$ cat src/rtl/gpioemu_mulpop_if.sv
// Emulated register bus between a host and the gpioemu_mulpop peripheral:
// level strobes srd/swr, a 16-bit address and 32-bit data in each direction.
interface gpioemu_mulpop_if;
   logic [15:0] saddress;
   logic        srd;
   logic        swr;
   logic [31:0] sdata_in;
   logic [31:0] sdata_out;

   modport master (output saddress, srd, swr, sdata_in, input sdata_out);
   modport slave  (input saddress, srd, swr, sdata_in, output sdata_out);
endinterface

$ cat src/rtl/gpioemu_mulpop.sv
// Sequential shift-add multiplier with a popcount of the truncated product, behind the srd/swr bus.
// Define GPIOEMU_MULPOP_RADIX4_EN to retire two multiplier bits per MULT cycle instead of one.
module gpioemu_mulpop #(
   parameter int          OP_W  = 24,
   parameter int          RES_W = 32,
   parameter int          CNT_W = 32,
   parameter logic [15:0] BASE  = 16'h0380
) (
   input  logic             clk,
   input  logic             reset,
   gpioemu_mulpop_if.slave  bus,
   input  logic [31:0]      gpio_in,
   input  logic             gpio_latch,
   output logic [31:0]      gpio_in_s_insp,
   output logic [CNT_W-1:0] gpio_out
);
`ifdef GPIOEMU_MULPOP_RADIX4_EN
   localparam int STEP = 2;
`else
   localparam int STEP = 1;
`endif
   localparam int ITER = (OP_W + STEP - 1) / STEP;
   // Accumulator is wide enough both for the full product and for the RES_W slice.
   localparam int AW = (2 * OP_W > RES_W) ? 2 * OP_W : RES_W;
   localparam int IW = $clog2(ITER + 1);
   localparam int LW = $clog2(RES_W + 1);

   localparam logic [15:0] ADDR_A1   = BASE;
   localparam logic [15:0] ADDR_A2   = BASE + 16'h0008;
   localparam logic [15:0] ADDR_W    = BASE + 16'h0010;
   localparam logic [15:0] ADDR_L    = BASE + 16'h0018;
   localparam logic [15:0] ADDR_CTRL = BASE + 16'h0020;

   typedef enum logic [2:0] {S_IDLE, S_LOAD, S_MULT, S_COUNT, S_DONE} state_t;

   state_t            state_q, state_d;
   logic              srd_q, swr_q, latch_q;
   logic              rd_edge, wr_edge, latch_edge, start;
   logic [OP_W-1:0]   a1, a2, mr;
   logic [RES_W-1:0]  w_reg;
   logic [LW-1:0]     l_reg;
   logic              valid, done, busy, err;
   logic [AW-1:0]     acc, mc;
   logic [IW-1:0]     iter;
   logic [31:0]       rd_data;

   function automatic logic [LW-1:0] popcount(input logic [RES_W-1:0] v);
      logic [LW-1:0] n;
      n = '0;
      for (int i = 0; i < RES_W; i++) n = n + LW'(v[i]);
      return n;
   endfunction

   function automatic logic fits(input logic [AW-1:0] v);
      return (v >> RES_W) == '0;
   endfunction

   function automatic logic [AW-1:0] mult_step(input logic [AW-1:0] a, input logic [AW-1:0] m,
                                                input logic [OP_W-1:0] b);
      logic [AW-1:0] s;
      s = a;
      if (b[0]) s = s + m;
`ifdef GPIOEMU_MULPOP_RADIX4_EN
      if (b[1]) s = s + (m << 1);
`endif
      return s;
   endfunction

   assign rd_edge    = bus.srd & ~srd_q;
   assign wr_edge    = bus.swr & ~swr_q;
   assign latch_edge = gpio_latch & ~latch_q;
   assign start      = wr_edge && (bus.saddress == ADDR_CTRL) && (state_q == S_IDLE);

   generate
      if (OP_W < 32) begin : g_pad
         logic unused_hi;
         assign unused_hi = ^bus.sdata_in[31:OP_W];
      end
   endgenerate

   always_comb begin
      state_d = state_q;
      case (state_q)
         S_IDLE:  if (start) state_d = S_LOAD;
         S_LOAD:  state_d = S_MULT;
         S_MULT:  if (iter == IW'(ITER - 1)) state_d = S_COUNT;
         S_COUNT: state_d = S_DONE;
         S_DONE:  state_d = S_IDLE;
         default: state_d = S_IDLE;
      endcase
   end

   always_comb begin
      rd_data = '0;
      case (bus.saddress)
         ADDR_A1:   rd_data = 32'(a1);
         ADDR_A2:   rd_data = 32'(a2);
         ADDR_W:    rd_data = 32'(w_reg);
         ADDR_L:    rd_data = 32'(l_reg);
         ADDR_CTRL: rd_data = {28'b0, err, busy, done, valid};
         default:   rd_data = '0;
      endcase
   end

   // Control, bus registers and results; strobe history follows the pins even in reset
   always_ff @(posedge clk) begin
      srd_q   <= bus.srd;
      swr_q   <= bus.swr;
      latch_q <= gpio_latch;
      if (reset) begin
         state_q        <= S_IDLE;
         a1             <= '0;
         a2             <= '0;
         w_reg          <= '0;
         l_reg          <= '0;
         valid          <= 1'b1;
         done           <= 1'b1;
         busy           <= 1'b0;
         err            <= 1'b0;
         bus.sdata_out  <= '0;
         gpio_out       <= '0;
         gpio_in_s_insp <= '0;
      end else begin
         state_q <= state_d;
         if (rd_edge) bus.sdata_out <= rd_data;
         if (latch_edge) gpio_in_s_insp <= gpio_in;
         if (wr_edge && (bus.saddress == ADDR_A1 || bus.saddress == ADDR_A2)) begin
            if (busy) err <= 1'b1;
            else if (bus.saddress == ADDR_A1) a1 <= bus.sdata_in[OP_W-1:0];
            else a2 <= bus.sdata_in[OP_W-1:0];
         end
         if (start) begin
            busy <= 1'b1;
            done <= 1'b0;
            err  <= 1'b0;
         end
         if (state_q == S_COUNT) begin
            w_reg <= acc[RES_W-1:0];
            valid <= fits(acc);
            l_reg <= popcount(acc[RES_W-1:0]);
         end
         if (state_q == S_DONE) begin
            done     <= 1'b1;
            busy     <= 1'b0;
            gpio_out <= gpio_out + CNT_W'(1);
         end
      end
   end

   // Shift-add datapath, only meaningful between LOAD and COUNT
   always_ff @(posedge clk) begin
      case (state_q)
         S_LOAD: begin
            acc  <= '0;
            mc   <= AW'(a1);
            mr   <= a2;
            iter <= '0;
         end
         S_MULT: begin
            acc  <= mult_step(acc, mc, mr);
            mc   <= mc << STEP;
            mr   <= mr >> STEP;
            iter <= iter + IW'(1);
         end
         default: ;
      endcase
   end
endmodule

$ cat src/flat_wrapper.sv
// flat-port wrapper written by rule: the top's interface ports become plain ports
module gpioemu_mulpop_flat 
#(
   parameter int          OP_W  = 24,
   parameter int          RES_W = 32,
   parameter int          CNT_W = 32,
   parameter logic [15:0] BASE  = 16'h0380
)
  (clk, reset, gpio_in, gpio_latch, gpio_in_s_insp, gpio_out, bus_saddress, bus_srd, bus_swr, bus_sdata_in, bus_sdata_out);
  gpioemu_mulpop_if bus_i ();
  input  logic clk;
  input  logic reset;
  input  logic [31:0] gpio_in;
  input  logic gpio_latch;
  output logic [31:0] gpio_in_s_insp;
  output logic [CNT_W-1:0] gpio_out;
  input wire logic [$bits(bus_i.saddress)-1:0] bus_saddress;
  input wire logic [$bits(bus_i.srd)-1:0] bus_srd;
  input wire logic [$bits(bus_i.swr)-1:0] bus_swr;
  input wire logic [$bits(bus_i.sdata_in)-1:0] bus_sdata_in;
  output wire logic [$bits(bus_i.sdata_out)-1:0] bus_sdata_out;
  assign bus_i.saddress = bus_saddress;
  assign bus_i.srd = bus_srd;
  assign bus_i.swr = bus_swr;
  assign bus_i.sdata_in = bus_sdata_in;
  assign bus_sdata_out = bus_i.sdata_out;
  gpioemu_mulpop #(.OP_W(OP_W), .RES_W(RES_W), .CNT_W(CNT_W), .BASE(BASE)) u_core (.clk(clk), .reset(reset), .bus(bus_i), .gpio_in(gpio_in), .gpio_latch(gpio_latch), .gpio_in_s_insp(gpio_in_s_insp), .gpio_out(gpio_out));
endmodule
$ cat config.mk
export PLATFORM = sky130hd
export DESIGN_NAME = gpioemu_mulpop_flat
export DESIGN_NICKNAME = d
export VERILOG_FILES = /design/src/rtl/gpioemu_mulpop_if.sv /design/src/rtl/gpioemu_mulpop.sv /design/src/flat_wrapper.sv
export SDC_FILE = /design/constraint.sdc
export NUM_CORES = 1
export LEC_CHECK = 0
export ABC_CLOCK_PERIOD_IN_PS = 6000
export BUFFER_PORTS_ARGS = -buffer_cell sky130_fd_sc_hd__buf_2
export CAP_MARGIN = 20
export CORE_MARGIN = 2
export CORE_UTILIZATION = 30
export DETAILED_ROUTE_END_ITERATION = 7
export PLACE_DENSITY_LB_ADDON = 0.3
export SLEW_MARGIN = 20
export SYNTH_ARGS = -nofsm -noshare
export SYNTH_HDL_FRONTEND = slang
export SYNTH_SLANG_ARGS = --single-unit
$ cat constraint.sdc
create_clock -name clk -period 6 [get_ports clk]
set_input_delay 0 -clock clk [delete_from_list [all_inputs] [get_ports clk]]
set_output_delay 0 -clock clk [all_outputs]
set_load 0.1 [all_outputs]
==> impl_results.md, run 1 <==
- WHS Path Cells: 2
- Clock transition at path regs: 60 ps
- Final period util: 0.902
- Dpl hpwl: 29900 um
- CP Launch Type: register
- DIE AREA: 0.0556 sq mm
- Boundary pin count: 181
- Initial antenna violation count: 0
- Total gr overflow: 0
- Synthesis-stage register bit count: 317
- R2R depth: 16
- Starting Density: 0.305
- Asr flop ratio synth: 0
- Die W: 236 um
- Layout cells sized above 1: 0.137
- Most used cell along the critical path: fa_1
- Worst Setup SP: u_core.acc[1]$_SDFFCE_PN0P_
- Largest area contributor in the netlist: dfxtp_1
- Clock tree buffer depth: 3
- Hold Path Origin: reset
- GP Congestion: 0.865
- Number of global-route vias before repair: 13100
- Yosys warns: 0
- CP max stage cell: fa_1
- Peak Freq: 185 MHz
- Fin crit period: 5410 ps
- Row cnt: 84
- Crit path max fanout: 4
- Synth cell types: 67
- Post-route ant nets: 0
- Slew headroom: 0.301
- Clock sink count: 317
- Clk Latency, worst-skew pair: 560 ps
- Sequential share of the synthesized area: 0.471
- Max-cap violations: 0
- Synth Net Count: 2011
- Leak: 8.02 nW
- Worst VDD drop: 0.000183 V
- Routed wire per std cell: 16.1 um
- Final number of setup-violating endpoints: 0
- CTS tree: yes
- H-Tree Depth: 2
- Remaining routing DRC violations: 0
- Reg-to-Reg Start: u_core.acc[1]$_SDFFCE_PN0P_
- TritonCTS Buffers: 39
- Final Instance Area: 0.0194 sq mm
- Core Region: 0.0529 sq mm
- Syn avg cell area: 8.74 sq um
- Hold_buf cts: 60
- Post-CTS Setup Inserts: 0
- Synthesized area: 0.0161 sq mm
- Vias: 13500
- Nature of the critical path endpoint: register
- Setup CP Type: register to register
- Die height: 236 um
- Final total power: 4.81 mW
- Top-area cell type share of the netlist area: 0.239
- Biggest regs: u_core.acc x48, u_core.mc x48
- FF-to-FF End: u_core.l_reg[4]$_SDFFE_PP0P_
- # nets final: 2185
- Vias per cell: 4.92
- Final Skew: 16.8 ps
- CTS root buf: clkbuf_16
- Hold Path Class: input port to register
- WHS Endpoint: u_core.a2[5]$_SDFFE_PP0P_
- N_diodes: 0
- Req. time, crit path: 6470 ps
- Worst-Margin Slew: 1050 ps
- Placed instance area: 0.0176 sq mm
- Tot GR Track Use: 0.154
- Drt first-iter violations: 896
- First-pass GRT wire length: 70100 um
- Ranking of synthesized cells by area: dfxtp_1 24%, edfxtp_1 23%, nand2_1 11%, a21oi_1 6.6%, ha_1 4.4%
- Setup TNS: 0 ps
- Final hold violation count: 4
- Top FF cell, synth: dfxtp_1
- Data arrival, critical path: 5880 ps
- PortBufs: 172
- Syn Inst Count: 1844
- Violated checks: hold timing
- Core Util, Final: 0.368
- CP max stage delay: 580 ps
- DRT Pass-1 Iters: 5
- Post-Route WL: 44000 um
- Largest net degree at the start of global routing: 118
- Max-slew violation count: 0
- R2R Setup Slk: 590 ps
- Area grow syn2layout: 20.7%
- Hold_ws: -8.76 ps
- Cells along the critical path: ha_1 > inv_1 > fa_1 > fa_1 > fa_1 > fa_1 > fa_1 > fa_1 > inv_1 > fa_1 > fa_1 > a21o_1 > a21oi_1 > xnor2_1 > nand2_1 > a21oi_1
- PD cells: 248 mW/mm^2
- RSZ-0062 raised after global routing: no
- Post-synth EDFFs: 125
- Outcome: finished with violations
- Post-cts sizing count: 0
worst max-delay path: cells and delay by family (launching register included):
kind	cells	cell delay, ps
AO/OA/AOI/OAI	3	510
XOR/XNOR	1	140
adder cells (fa/ha/maj)	9	4080
buffers and inverters	2	90
flip-flops	1	450
AND/OR/NAND/NOR	1	80
layout by cell type, fill, tap and decap left out, types with 8 or more instances in the layout:
cell type      instances
nand2_1              459
a21oi_1              210
dfxtp_1              192
buf_2                171
edfxtp_1             125
nor2_1               112
inv_1                 68
dlygate4sd3_1         60
ha_1                  57
o21ai_0               54
nand3_1               52
clkbuf_16             43
xor2_1                38
a21o_1                35
and3_1                31
nand4_1               27
nor3_1                26
fa_1                  25
xnor2_1               24
mux2i_1               22
buf_4                 16
clkbuf_1              15
o21a_1                13
o21bai_1              13
a211oi_1              11
nand2b_1              10
nor2b_1               10
and2_1                 9
a22oi_1                8
mux2_2                 8
metal layers:
metal | up-vias | global-route usage | wire [um]
li1 | 6661 | - | -
met1 | 6382 | 0.208 | 20800
met2 | 349 | 0.253 | 20100
met3 | 66 | 0.0252 | 2030
met4 | 0 | 0.0484 | 1100
met5 | - | 0 | 0
report_power, final:
group	total, mW	leakage (nW)	internal (mW)	switching, mW
Combinational	0.226	4.74	0.0683	0.158
Sequential	2.24	2.66	2.23	0.00605
Clock	2.35	0.618	1.40	0.952
Total	4.81	8.02	3.70	1.12
worst max-delay path by stage:
stage                     cells past startpoint                           end
after floorplan                              16  u_core.l_reg[4]$_SDFFE_PP0P_
after global placement                       16  u_core.l_reg[4]$_SDFFE_PP0P_
after detailed placement                     16  u_core.l_reg[4]$_SDFFE_PP0P_
after CTS                                    16  u_core.l_reg[4]$_SDFFE_PP0P_
after global routing                         16  u_core.l_reg[4]$_SDFFE_PP0P_
final                                        16  u_core.l_reg[4]$_SDFFE_PP0P_
area by class of cell:
cell class	count	area, sq um
clock inverters	10	95.1
inverters	68	255
multi-input cells	1342	7850
well taps	688	861
repair buffers	250	1610
flip-flops and latches	317	7600
fillers	5390	33400
clock buffers	61	1170
kinds of logic after synthesis:
family                   Yosys count  synth area share
AND/OR/NAND/NOR                  785             0.214
AO/OA/AOI/OAI                    381             0.139
flip-flops                       317             0.471
buffers and inverters            185            0.0441
adder cells (fa/ha/maj)           82            0.0753
XOR/XNOR                          62            0.0337
multiplexers                      32            0.0220
per-stage QoR:
stage          instances  setup slack [ps]
5_1_grt             2736               330
2_1_floorplan       1844               843
6_report            2736               586
3_3_place_gp        2604               654
4_1_cts             2736               545
3_5_place_dp        2605               571
cells in the mapped netlist (10+ instances only):
cell type	count
xor2_1	38
dfxtp_1	192
inv_1	68
ha_1	57
o21a_1	13
nor2b_1	11
buf_2	12
o21bai_1	13
and2_1	10
nand2b_1	10
nand4_1	27
fa_1	25
nand3_1	52
nor2_1	113
o21ai_0	54
edfxtp_1	125
nor3_1	26
and3_1	31
a211oi_1	11
xnor2_1	24
a21oi_1	212
a21o_1	35
clkbuf_1	99
nand2_1	460
mux2i_1	22
Note: power is estimated with default switching activity, not from simulation.
==> run 2, diff against run 1 <==
Settings changed: ABC_AREA from default to 1.
==> run 2 against run 1 <==
  * The run now ends clean
  * Critical path depth down 1
  * Total power up 28%
  * Sequential power up 8%
  * Worst hold slack better by 80 ps
==> impl_results.md, run 2 <==
- Outcome: finished clean
- Top-area cell type share of the netlist area: 0.218
- Routed wire per std cell: 14.1 um
- Commonest non-fill, non-tap cell in the layout: nand2_1
- Synth cell types: 37
- Setup CP Type: register to register
- Largest area contributor in the netlist: dfxtp_1
- H-Tree Depth: 2
- Die W: 247 um
- Max-slew violation count: 0
- Die height: 247 um
- Drt first-iter violations: 999
- Filler instances: 6315
- Worst VDD drop: 0.000233 V
- Synthesized area: 0.0177 sq mm
- Leak: 9.61 nW
- Cells along the critical path: ha_1 > inv_1 > fa_1 > fa_1 > fa_1 > fa_1 > fa_1 > fa_1 > inv_1 > fa_1 > fa_1 > a31oi_1 > xnor2_1 > nand2_1 > a21oi_1
- DIE AREA: 0.0609 sq mm
- Final hold violation count: 0
- Yosys warns: 0
- CP max stage cell: fa_1
- Asr flop ratio synth: 0
- Setup TNS: 0 ps
- Peak Freq: 193 MHz
- Remaining routing DRC violations: 0
- Final period util: 0.863
- # nets final: 2874
- Boundary pin count: 181
- Biggest regs: u_core.acc x48, u_core.mc x48
- Syn avg cell area: 7.07 sq um
- DP Worst Slack: 813 ps
- Hold Path Class: input port to register
- Req. time, crit path: 6460 ps
- Family with the most delay on the worst path: adder cells
- Core Region: 0.0579 sq mm
- Slew headroom: 0.305
- CTS root buf: clkbuf_16
- Synthesis-stage register bit count: 317
- Clock tree buffer depth: 3
- Max-cap violations: 0
- Top FF cell, synth: dfxtp_1
- TritonCTS Buffers: 36
- Nature of the critical path endpoint: register
- CP Launch Type: register
- Final number of setup-violating endpoints: 0
- Largest net degree at the start of global routing: 88
- Worst-Margin Slew: 1040 ps
- Clock sink count: 317
- Post-Route WL: 49400 um
- Clock transition at path regs: 60 ps
- Initial antenna violation count: 0
- Fin crit period: 5180 ps
- Most common library cells after synthesis: 688 x nand2_1, 427 x inv_1, 345 x nor2_1
- Data arrival, critical path: 5640 ps
- Number of global-route vias before repair: 14900
- Row cnt: 88
- Setup ws final: 823 ps
- Ranking of synthesized cells by area: dfxtp_1 22%, edfxtp_1 21%, nand2_1 15%, inv_1 9.1%, nor2_1 7.3%
- Synth Net Count: 2667
- Final Skew: 17.1 ps
- CP max stage delay: 550 ps
- Tot GR Track Use: 0.161
- Syn Inst Count: 2500
- RSZ-0062 raised after global routing: no
- GP Congestion: 0.898
- N_diodes: 0
- Sequential share of the synthesized area: 0.430
- Dpl hpwl: 36700 um
- CTS tree: yes
- Post-route ant nets: 0
- Top-count cell post-synth: nand2_1
- Total gr overflow: 0
- Crit path max fanout: 3
- Hold_ws: 71.5 ps
- Post-synth EDFFs: 125
- DRT Pass-1 Iters: 6
- PD cells: 294 mW/mm^2
- Most used cell along the critical path: fa_1
- PortBufs: 172
- Starting Density: 0.305
- Area grow syn2layout: 18.7%
- First-pass GRT wire length: 78600 um
- Worst path bufs/invs: 2
- Vias per cell: 4.51
- Vias: 15800
- Most frequent cells in the layout: 686 x nand2_1, 427 x inv_1, 343 x nor2_1
- Layout cells sized above 1: 0.0933
- Clk Latency, worst-skew pair: 550 ps
run 2: cell count changes in the layout (fill, tap and decap cells not counted), sizes merged, moves of 25 or more:
cell   previous run  this run
xor2             38        13
a21o             35         1
inv              69       432
nand2           460       689
nor2            113       354
o21ai            57       203
and3             31         0
a21oi           212       167
run 2: timing repair:
action                    CTS  global route
hold endpoints to repair   87             0
buffers inserted            0             0
hold buffers               61             0
resized for setup           0             0
run 2: final timing paths:
path / startpoint / to / slack [ps] / cells past startpoint
max: u_core.acc[0]$_SDFFCE_PN0P_ / u_core.l_reg[4]$_SDFFE_PP0P_ / 820 / 15
min: bus_saddress[12] / u_core.done$_SDFFE_PP1P_ / 70 / 7
min reg2reg: u_core.l_reg[0]$_SDFFE_PP0P_ / u_core.l_reg[0]$_SDFFE_PP0P_ / 460 / 2
max reg2reg: u_core.acc[0]$_SDFFCE_PN0P_ / u_core.l_reg[4]$_SDFFE_PP0P_ / 820 / 15
run 2: where the power goes:
group          internal [mW]  total, mW  switching (mW)
combinational          0.573       1.68            1.11
clock                   1.18       2.08           0.900
sequential              2.36       2.42          0.0569
total                   4.11       6.18            2.06
run 2: logic make-up after synthesis:
group                      synth area share
buffers and inverters                 0.110
adders and majority gates            0.0687
xor gates and xnor gates            0.00892
and+or+nand+nor                       0.265
DFF                                   0.430
AOI/OAI and AO/OA                     0.117
run 2: metrics by stage:
| stage | util | total power [mW] | cell area, sq um | std cells |
|---|---|---|---|---|
| after detailed placement | 0.333 | 4.12 | 19300 | 3373 |
| after floorplan | - | 3.73 | 17700 | 2500 |
| after global placement | 0.333 | 4.12 | 19300 | 3373 |
| after CTS | 0.362 | 6.25 | 21000 | 3498 |
| final | 0.362 | 6.18 | 21000 | 3498 |
| after global routing | 0.362 | 6.59 | 21000 | 3498 |
run 2: layer usage:
layer	track usage	part of all wire	vias to the layer above
li1	-	-	8256
met1	0.225	0.48	7148
met2	0.263	0.45	317
met3	0.0208	0.047	59
met4	0.0390	0.018	0
met5	0	0	-
run 2: cell type report:
cell class | instances | area (sq um) | share of cell area
multi-input cells | 1675 | 8150 | 0.389
clock inverters | 9 | 58.8 | 0.00280
clock buffers | 55 | 1020 | 0.0487
inverters | 432 | 1620 | 0.0774
flip-flops and latches | 317 | 7600 | 0.362
well taps | 765 | 957 | 0.0456
repair buffers | 245 | 1560 | 0.0745
run 2: worst min-delay path, stage by stage:
cell and delay [ps]:
buf_2 70, nor2_1 30, nand2_1 60, nor2_2 130, nand4_1 180, nand2_1 60
nand2_1 50
